<file path="config.mk">
export PLATFORM = sky130hd
export DESIGN_NAME = multicycle_control_unit
export DESIGN_NICKNAME = d
export VERILOG_FILES = /design/src/rtl/multicycle_control_unit.sv
export SDC_FILE = /design/constraint.sdc
export NUM_CORES = 1
export LEC_CHECK = 0
export BUFFER_PORTS_ARGS = -buffer_cell sky130_fd_sc_hd__buf_2
export CAP_MARGIN = 20
export CORE_UTILIZATION = 40
export DETAILED_ROUTE_END_ITERATION = 16
export MAX_ROUTING_LAYER = met4
export PLACE_DENSITY = 0.68
export SETUP_SLACK_MARGIN = 0.1
export SYNTH_ARGS = -nofsm -noshare
export SYNTH_HDL_FRONTEND = slang
export SYNTH_SLANG_ARGS = --single-unit
</file>
<file path="constraint.sdc">
create_clock -name Clock -period 2.4 [get_ports Clock]
set_input_delay 0.48 -clock Clock [delete_from_list [all_inputs] [get_ports Clock]]
set_output_delay 0.48 -clock Clock [all_outputs]
set_load 0.03 [all_outputs]
</file>
<file path="src/rtl/multicycle_control_unit.sv">
// multicycle_control_unit
//   Sequencing FSM for the multi-cycle CPU datapath. Each instruction runs as
//   fetch / decode / execute / memory / writeback steps, one step per clock.
//   Memory steps (FETCH, MEM_RD, MEM_WR) stall until MemReady. A stall that
//   lasts MEM_TIMEOUT cycles is treated as a bus error: the FSM parks in HALT
//   with BusError set.
//
// Parameters
//   MEM_TIMEOUT  cycles a memory step may wait before a bus error (1..15)
//
// Ports
//   Clock, Reset     rising-edge clock, synchronous active-high reset
//   opcode           instruction opcode from the instruction register
//   Zero             ALU zero flag (the branch decision is made in the datapath)
//   MemReady         memory completes the current access this cycle
//   PCWrite, PCWriteCond, BranchNe, PCSrc     PC update controls
//   IorD, MemRead, MemWrite, IRWrite          memory / IR controls
//   RegDst, MemToReg, RegWrite                register file controls
//   ALUSrcA, ALUSrcB, ALUOp                   ALU operand / operation select
//   Halted, BusError, IllegalOp, State        status and debug
module multicycle_control_unit #(
  parameter int unsigned MEM_TIMEOUT = 15
) (
  input  logic       Clock,
  input  logic       Reset,
  input  logic [3:0] opcode,
  input  logic       Zero,
  input  logic       MemReady,
  output logic       PCWrite,
  output logic       PCWriteCond,
  output logic       BranchNe,
  output logic [1:0] PCSrc,
  output logic       IorD,
  output logic       MemRead,
  output logic       MemWrite,
  output logic       IRWrite,
  output logic       RegDst,
  output logic       MemToReg,
  output logic       RegWrite,
  output logic       ALUSrcA,
  output logic [1:0] ALUSrcB,
  output logic [1:0] ALUOp,
  output logic       Halted,
  output logic       BusError,
  output logic       IllegalOp,
  output logic [3:0] State
);

  typedef enum logic [3:0] {
    S_FETCH    = 4'd0,
    S_DECODE   = 4'd1,
    S_EXEC_R   = 4'd2,
    S_EXEC_I   = 4'd3,
    S_MEM_ADDR = 4'd4,
    S_MEM_RD   = 4'd5,
    S_MEM_WR   = 4'd6,
    S_WB_ALU   = 4'd7,
    S_WB_MEM   = 4'd8,
    S_BRANCH   = 4'd9,
    S_JUMP     = 4'd10,
    S_HALT     = 4'd11
  } state_t;

  localparam logic [3:0] OP_R    = 4'b0000;
  localparam logic [3:0] OP_ADDI = 4'b0100;
  localparam logic [3:0] OP_LW   = 4'b1011;
  localparam logic [3:0] OP_SW   = 4'b1111;
  localparam logic [3:0] OP_BEQ  = 4'b0010;
  localparam logic [3:0] OP_BNE  = 4'b0011;
  localparam logic [3:0] OP_JMP  = 4'b1000;
  localparam logic [3:0] OP_HALT = 4'b0001;

  // Timeout fires on the cycle whose increment would reach MEM_TIMEOUT.
  localparam logic [3:0] WAIT_LAST = 4'(MEM_TIMEOUT - 1);

  state_t     state_q, state_d;
  logic [3:0] wait_q, wait_d;
  logic       bus_err_q, bus_err_d;
  logic       regdst_q, regdst_d;
  logic       is_sw_q, is_sw_d;
  logic       mem_step;

  // The branch decision is taken in the datapath; the FSM never looks at Zero.
  logic       zero_unused;
  assign zero_unused = Zero;

  always_comb begin
    state_d     = state_q;
    wait_d      = wait_q;
    bus_err_d   = bus_err_q;
    regdst_d    = regdst_q;
    is_sw_d     = is_sw_q;
    mem_step    = 1'b0;
    PCWrite     = 1'b0;
    PCWriteCond = 1'b0;
    BranchNe    = 1'b0;
    PCSrc       = 2'b00;
    IorD        = 1'b0;
    MemRead     = 1'b0;
    MemWrite    = 1'b0;
    IRWrite     = 1'b0;
    RegDst      = 1'b0;
    MemToReg    = 1'b0;
    RegWrite    = 1'b0;
    ALUSrcA     = 1'b0;
    ALUSrcB     = 2'b00;
    ALUOp       = 2'b00;
    Halted      = 1'b0;
    IllegalOp   = 1'b0;

    case (state_q)
      S_FETCH: begin
        mem_step = 1'b1;
        MemRead  = 1'b1;
        ALUSrcB  = 2'b01;
        // PC+1 and IR load commit only in the cycle the fetch completes.
        IRWrite  = MemReady;
        PCWrite  = MemReady;
        if (MemReady) state_d = S_DECODE;
      end
      S_DECODE: begin
        ALUSrcB = 2'b10;
        // LW/SW split is remembered here so MEM_ADDR does not depend on opcode.
        is_sw_d = (opcode == OP_SW);
        case (opcode)
          OP_R:           state_d = S_EXEC_R;
          OP_ADDI:        state_d = S_EXEC_I;
          OP_LW, OP_SW:   state_d = S_MEM_ADDR;
          OP_BEQ, OP_BNE: state_d = S_BRANCH;
          OP_JMP:         state_d = S_JUMP;
          OP_HALT:        state_d = S_HALT;
          default: begin
            IllegalOp = 1'b1;
            state_d   = S_FETCH;
          end
        endcase
      end
      S_EXEC_R: begin
        ALUSrcA  = 1'b1;
        ALUOp    = 2'b10;
        regdst_d = 1'b1;
        state_d  = S_WB_ALU;
      end
      S_EXEC_I: begin
        ALUSrcA  = 1'b1;
        ALUSrcB  = 2'b10;
        regdst_d = 1'b0;
        state_d  = S_WB_ALU;
      end
      S_WB_ALU: begin
        RegWrite = 1'b1;
        RegDst   = regdst_q;
        state_d  = S_FETCH;
      end
      S_MEM_ADDR: begin
        ALUSrcA = 1'b1;
        ALUSrcB = 2'b10;
        state_d = is_sw_q ? S_MEM_WR : S_MEM_RD;
      end
      S_MEM_RD: begin
        mem_step = 1'b1;
        MemRead  = 1'b1;
        IorD     = 1'b1;
        if (MemReady) state_d = S_WB_MEM;
      end
      S_MEM_WR: begin
        mem_step = 1'b1;
        MemWrite = 1'b1;
        IorD     = 1'b1;
        if (MemReady) state_d = S_FETCH;
      end
      S_WB_MEM: begin
        RegWrite = 1'b1;
        MemToReg = 1'b1;
        state_d  = S_FETCH;
      end
      S_BRANCH: begin
        ALUSrcA     = 1'b1;
        ALUOp       = 2'b01;
        PCWriteCond = 1'b1;
        PCSrc       = 2'b01;
        BranchNe    = (opcode == OP_BNE);
        state_d     = S_FETCH;
      end
      S_JUMP: begin
        PCWrite = 1'b1;
        PCSrc   = 2'b10;
        state_d = S_FETCH;
      end
      S_HALT: begin
        Halted = 1'b1;
      end
      default: state_d = S_FETCH;
    endcase

    // Wait counter: runs only while a memory step is stalled. Leaving a memory
    // step zeroes it, so every memory step is entered with a clean count.
    if (mem_step) begin
      if (MemReady) begin
        wait_d = 4'd0;
      end else if (wait_q >= WAIT_LAST) begin
        wait_d    = 4'd0;
        bus_err_d = 1'b1;
        state_d   = S_HALT;
      end else begin
        wait_d = wait_q + 4'd1;
      end
    end else begin
      wait_d = 4'd0;
    end

    // Everything reads as zero while Reset is held, whatever the current state.
    if (Reset) begin
      PCWrite     = 1'b0;
      PCWriteCond = 1'b0;
      BranchNe    = 1'b0;
      PCSrc       = 2'b00;
      IorD        = 1'b0;
      MemRead     = 1'b0;
      MemWrite    = 1'b0;
      IRWrite     = 1'b0;
      RegDst      = 1'b0;
      MemToReg    = 1'b0;
      RegWrite    = 1'b0;
      ALUSrcA     = 1'b0;
      ALUSrcB     = 2'b00;
      ALUOp       = 2'b00;
      Halted      = 1'b0;
      IllegalOp   = 1'b0;
    end
  end

  assign BusError = bus_err_q & ~Reset;
  assign State    = Reset ? 4'd0 : state_q;

  always_ff @(posedge Clock) begin
    if (Reset) begin
      state_q   <= S_FETCH;
      wait_q    <= 4'd0;
      bus_err_q <= 1'b0;
      regdst_q  <= 1'b0;
      is_sw_q   <= 1'b0;
    end else begin
      state_q   <= state_d;
      wait_q    <= wait_d;
      bus_err_q <= bus_err_d;
      regdst_q  <= regdst_d;
      is_sw_q   <= is_sw_d;
    end
  end

endmodule
</file>
==> results of run 1 <==
[flip-flops by register name, indices dropped and copies added (netlist names)]
register	flops
regdst_q	1
bus_err_q	1
state_q	4
wait_q	4
is_sw_q	1
[power by group through the flow]
| stage | clock [mW] | sequential, mW | combinational (mW) |
|---|---|---|---|
| 2_1_floorplan | 0 | 0.237 | 0.468 |
| 3_3_place_gp | 0 | 0.249 | 0.559 |
| 3_5_place_dp | 0 | 0.249 | 0.567 |
| 4_1_cts | 0.133 | 0.245 | 0.575 |
| 5_1_grt | 0.139 | 0.252 | 0.640 |
| 6_report | 0.124 | 0.246 | 0.585 |
[per-layer routing]
layer / share of wire [%] / GRT usage, %
met1: 50 / 26.0
met2: 46 / 31.3
met3: 3.9 / 4.94
met4: 0 / 2.86
met5: 0 / -
[cells by family after synthesis]
kind of cell | count (synthesis)
xor+xnor | 5
simple gates | 63
fa+ha+maj | 3
flops | 11
buf+inv | 12
compound gates | 25
mux | 1
[final cells by class]
class / instances / area (um^2) / area share (%)
clock inverters: 1 / 5.00 / 0.435
repair buffers: 36 / 204 / 17.7
clock buffers: 3 / 22.5 / 1.96
inverters: 2 / 7.51 / 0.652
flip-flops and latches: 11 / 225 / 19.6
multi-input cells: 97 / 653 / 56.7
well taps: 27 / 33.8 / 2.93
[critical path, stage by stage, from the launching register on]
cell and delay, ns:
dfxtp_1 0.43, nand2b_1 0.19, or4_1 0.55, a21oi_1 0.13, buf_4 0.17
[Yosys cell counts, types with 3 or more instances]
library cell / number
xor2_1: 4
a211oi_1: 4
dfxtp_1: 11
nor2b_1: 6
nand2_1: 6
nor3_1: 9
a21oi_1: 6
clkbuf_1: 3
nand2b_1: 4
nor2_1: 19
[stage by stage]
stage	hold slack [ns]	instances
3_5_place_dp	0.452	172
5_1_grt	0.489	177
4_1_cts	0.469	177
2_1_floorplan	0.430	120
3_3_place_gp	0.447	172
6_report	0.459	177
[how the worst min path moves through the flow]
| stage | from | endpoint | slack [ns] |
|---|---|---|---|
| 3_3_place_gp | wait_q[0] | wait_q[0] | 0.45 |
| 5_1_grt | wait_q[0] | wait_q[0] | 0.49 |
| 2_1_floorplan | wait_q[0] | wait_q[0] | 0.43 |
| 6_report | wait_q[0] | wait_q[0] | 0.46 |
| 3_5_place_dp | wait_q[0] | wait_q[0] | 0.45 |
| 4_1_cts | wait_q[0] | wait_q[0] | 0.47 |
[what timing repair did]
action | 4_1_cts | 5_1_grt
gates resized for setup | 3 | 4
gates cloned | 0 | 0
setup buffers | 1 | 0
pin swaps | 1 | 1
hold endpoints to repair | 0 | 0
hold buffers | 0 | 0
endpoints found under the setup margin | 1 | 2
==> impl_metrics.py, run 1 <==
metrics = {
    "outcome": {
        "status": "finished, final reports clean",
    },
    "hold_path": {
        "holdCritPathClass": "reg2reg",
        "hold_depth": 1,
    },
    "routing": {
        "dr.pass1.iters": 4,
        "wire_per_inst_um": 12.6,
        "drc_errors": 0,
        "drt_iter0_markers": 32,
        "antenna_left": 0,
        "totalWireLength_um": 2230,
        "vias_per_cell": 5.41,
        "vias": 957,
    },
    "synth": {
        "ys_seq_elements": 11,
        "syn-num-nets": 130,
        "synth_fa_ha_area_share_pct": 3.84,
        "synth-compound-area-share_pct": 20.0,
        "synth_top_family_by_area": "simple AND/OR/NAND/NOR gates",
        "syn_avg_cell_area_um2": 7.61,
        "synth_edf_count": 0,
        "synth_mux_area_share_pct": 1.23,
        "synthCells": 120,
        "synth_xor_area_share_pct": 4.79,
        "synthDistinctLibCells": 45,
        "syn_area_um2": 913,
        "yosys.area.top_type": "dfxtp_1",
        "yosysWarningCount": 0,
        "yosys.area.top_type_share_pct": 24.1,
        "ys_seq_area_share_pct": 24.1,
        "async_reset_ff_share_pct": 0,
        "synthTopCellsByArea": "dfxtp_1, nor2_1, nor3_1",
        "synthSimpleGateAreaFrac_pct": 38.8,
        "ys_dominant_reg_cell": "dfxtp_1",
    },
    "cts": {
        "clock_latency_ns": 0.27,
        "clkSlewWorstSetupHoldPaths_ns": 0.07,
        "clock_sink_count": 11,
        "root_buffer": "clkbuf_4",
        "htree_levels": 1,
        "clock_path_buffers": 2,
        "cts_buffers": 3,
        "cts_tree": "yes",
    },
    "sta": {
        "final.setup.tns_ns": 0,
        "layout_setup_ws_ns": 0.181,
        "setup_violations": 0,
        "drv_slew": 0,
        "maxSlewHeadroom_pct": 71.8,
        "rsz0062_at_grt": "false",
        "hold_viol": 0,
        "worst_pin_slew_ns": 0.420,
        "fin_skew_ns": 0.00144,
        "period_minus_slack_ns": 2.22,
        "fmax_ghz": 0.451,
        "min_period_over_period_pct": 92.4,
    },
    "power": {
        "pwr-share-seq_pct": 25.8,
        "peakVddDrop_mv": 0.453,
        "p_int_mw": 0.498,
        "p_comb_share_pct": 61.2,
        "switching_share_pct": 47.9,
        "clkPwrFrac_pct": 13.0,
        "power_per_cell_area_nw_per_um2": 830,
        "power.switching_mw": 0.457,
        "power_mw": 0.955,
        "p_leak_nw": 0.529,
    },
    "cells_and_area": {
        "fillers": 200,
        "syn_to_final_growth_pct": 26.0,
        "final_cell_mix": "buf_2, nor2_1, dfxtp_1",
        "nets": 161,
        "drive_gt1_share_pct": 34.7,
        "layout_commonest_cell": "buf_2",
        "final_cell_area_um2": 1150,
        "utilization_pct": 55.8,
        "diodes": 0,
    },
    "setup_path": {
        "regToRegEndpoint": "wait_q[2]",
        "worstSetupPathType": "reg2out",
        "startpoint": "state_q[0]",
        "reg2reg_depth": 5,
        "crit_fanout": 6,
        "crit_arrival_ns": 1.74,
        "r2r_setup_slack_ns": 0.75,
        "crit_path_start_kind": "flop",
        "crit_path_end_kind": "primary output",
        "critical_path_required_ns": 1.92,
        "crit_end": "IllegalOp",
        "rr_startpoint": "state_q[1]",
    },
    "die": {
        "die_area_um2": 2480,
        "core_um2": 2060,
        "die_y_um": 49.8,
        "ios": 32,
        "rows": 16,
        "dieWidth_um": 49.8,
        "start_util_pct": 44.3,
    },
    "placed_design": {
        "place_ws_ns": 0.150,
        "post-dp-hpwl_um": 1660,
        "placed_area_um2": 1100,
        "gp_congestion": 0.835,
        "io_buffers": 30,
    },
    "global_route": {
        "grt_pass1_wl_um": 3680,
        "grt_usage_pct": 19.8,
        "antenna_found_initial": 0,
        "grt_max_degree": 20,
        "grt_pass1_vias": 777,
        "gr-total-overflow": 0,
    },
    "job": {
        "drv_cap": 0,
    },
}
Power figures use the tool's default switching activity.
==> run 2: changes to the inputs <==
--- a/config.mk
+++ b/config.mk
@@ -9,7 +9,6 @@
 export CAP_MARGIN = 20
 export CORE_UTILIZATION = 40
 export DETAILED_ROUTE_END_ITERATION = 16
-export MAX_ROUTING_LAYER = met4
 export PLACE_DENSITY = 0.68
 export SETUP_SLACK_MARGIN = 0.1
 export SYNTH_ARGS = -nofsm -noshare
==> constraint.sdc (replaced) <==
create_clock -name Clock -period 2.1 [get_ports Clock]
set_input_delay 0.42 -clock Clock [delete_from_list [all_inputs] [get_ports Clock]]
set_output_delay 0.42 -clock Clock [all_outputs]
set_load 0.03 [all_outputs]
==> run 2 against run 1 <==
  * Global-route usage is 1.6 points higher
  * Largest cell class unchanged
  * Clock skew increased by 0.0030 ns
  * The flow now finishes with violations (negative setup slack)
  * Setup slack lost 0.24 ns
  * Sequential share of layout area fell by 3.3 points
  * Clock power is 13% higher
==> impl_metrics.py, run 2 (synthesis gave the netlist of run 1 again) <==
metrics = {
    "outcome": {
        "status": "finished with violations",
        "violations": "negative setup slack",
    },
    "cells_and_area": {
        "nets": 175,
        "final_cell_area_um2": 1380,
        "diodes": 0,
        "drive_gt1_share_pct": 48.2,
        "fillers": 172,
        "layout_commonest_cell": "buf_2",
        "syn_to_final_growth_pct": 51.4,
        "utilization_pct": 67.1,
        "final_cell_mix": "buf_2, buf_4, nor2_1",
        "top_regs": "state_q (4), wait_q (4)",
    },
    "die": {
        "start_util_pct": 44.3,
        "die_area_um2": 2480,
        "core_um2": 2060,
        "rows": 16,
        "die_y_um": 49.8,
        "ios": 32,
        "dieWidth_um": 49.8,
    },
    "setup_path": {
        "crit_arrival_ns": 1.74,
        "rr_startpoint": "state_q[2]",
        "critical_path_required_ns": 1.68,
        "crit_path_start_kind": "flop",
        "worstSetupPathType": "reg2out",
        "crit_path_end_kind": "primary output",
        "crit_fanout": 3,
        "startpoint": "state_q[2]",
        "r2r_setup_slack_ns": 0.32,
        "reg2reg_depth": 7,
    },
    "sta": {
        "setup_violations": 1,
        "period_minus_slack_ns": 2.16,
        "fmax_ghz": 0.464,
        "min_period_over_period_pct": 103,
        "maxSlewHeadroom_pct": 72.9,
        "drv_slew": 0,
        "worst_pin_slew_ns": 0.403,
        "final.setup.tns_ns": -0.0558,
        "fin_skew_ns": 0.00445,
        "layout_setup_ws_ns": -0.0558,
        "rsz0062_at_grt": "true",
        "hold_viol": 0,
    },
    "job": {
        "drv_cap": 0,
    },
    "cts": {
        "clkSlewWorstSetupHoldPaths_ns": 0.07,
        "clock_sink_count": 11,
        "clock_latency_ns": 0.26,
        "root_buffer": "clkbuf_4",
        "cts_buffers": 3,
        "htree_levels": 1,
        "clock_path_buffers": 2,
        "cts_tree": "yes",
    },
    "global_route": {
        "grt_busiest_layer": "met2",
        "antenna_found_initial": 0,
        "grt_usage_pct": 21.4,
        "use_met3_pct": 6.79,
        "gr-total-overflow": 0,
        "grt_pass1_vias": 902,
        "grt_pass1_wl_um": 4060,
        "globalRouteMet2Util_pct": 34.0,
        "grt_util_met1_pct": 29.3,
        "grt_max_degree": 20,
    },
    "routing": {
        "wire_per_inst_um": 14.3,
        "drt_iter0_markers": 35,
        "drc_errors": 0,
        "antenna_left": 0,
        "vias_per_cell": 5.49,
        "totalWireLength_um": 2740,
        "dr.pass1.iters": 4,
        "vias": 1048,
    },
    "power": {
        "p_int_mw": 0.718,
        "power_per_cell_area_nw_per_um2": 951,
        "switching_share_pct": 45.4,
        "pwr-share-seq_pct": 21.3,
        "clkPwrFrac_pct": 10.7,
        "p_comb_share_pct": 68.0,
        "p_leak_nw": 0.638,
        "power.switching_mw": 0.597,
        "peakVddDrop_mv": 0.617,
        "power_mw": 1.32,
    },
    "placed_design": {
        "placed_area_um2": 1160,
        "gp_congestion": 0.802,
        "io_buffers": 30,
        "place_ws_ns": -0.0181,
        "post-dp-hpwl_um": 1740,
    },
    "hold_path": {
        "hold_depth": 1,
        "min_from": "wait_q[0]",
        "holdCritPathClass": "reg2reg",
    },
}
-- run 2: cell count changes in the layout (fill, tap and decap cells not counted), moves of 2 or more --
cell | previous run | this run
or2b_1 | 2 | 0
buf_4 | 6 | 20
buf_6 | 1 | 6
or2b_4 | 0 | 2
nor2_1 | 19 | 17
nor2_2 | 0 | 2
nor3_1 | 8 | 6
buf_2 | 28 | 22
a211oi_1 | 4 | 2
a211oi_2 | 0 | 2
nor3_2 | 0 | 2
-- run 2: final cells by class --
cell class | instances | area, um^2 | share of cell area (%)
repair buffers | 50 | 373 | 27.0
inverters | 2 | 7.51 | 0.543
flip-flops and latches | 11 | 225 | 16.3
multi-input cells | 97 | 717 | 51.9
well taps | 27 | 33.8 | 2.44
clock buffers | 4 | 26.3 | 1.90
-- run 2: metrics by stage --
stage / cells / hold slack [ns]
2_1_floorplan: 120 / 0.430
6_report: 191 / 0.488
5_1_grt: 191 / 0.492
4_1_cts: 183 / 0.459
3_3_place_gp: 176 / 0.444
3_5_place_dp: 176 / 0.457
-- run 2: layer usage --
| metal | wire [um] | part of all wire, % |
|---|---|---|
| met1 | 1270 | 46 |
| met2 | 1300 | 47 |
| met3 | 144 | 5.3 |
| met4 | 23 | 0.84 |
| met5 | 0 | 0 |
-- run 2: power groups by stage --
| stage | Sequential [mW] | Clock, mW | Combinational, mW |
|---|---|---|---|
| 2_1_floorplan | 0.270 | 0 | 0.555 |
| 3_5_place_dp | 0.274 | 0 | 0.726 |
| 6_report | 0.280 | 0.140 | 0.895 |
| 3_3_place_gp | 0.272 | 0 | 0.709 |
| 5_1_grt | 0.286 | 0.159 | 0.961 |
| 4_1_cts | 0.272 | 0.150 | 0.770 |
-- run 2: what timing repair did --
action	in CTS	in global routing
hold buffers	0	0
buffers inserted	3	7
setup endpoints to repair	10	11
pin swaps	1	3
gates cloned	0	1
resized for setup	14	17
-- run 2: final timing paths --
check,to
max reg2reg,bus_err_q
min reg2reg,wait_q[0]
min,wait_q[0]
max,IllegalOp
-- run 2: critical path, stage by stage, from the launching register on --
cell and delay [ns]:
dfxtp_4 0.37, or3_4 0.33, or4_4 0.50, a21oi_4 0.13, buf_6 0.14
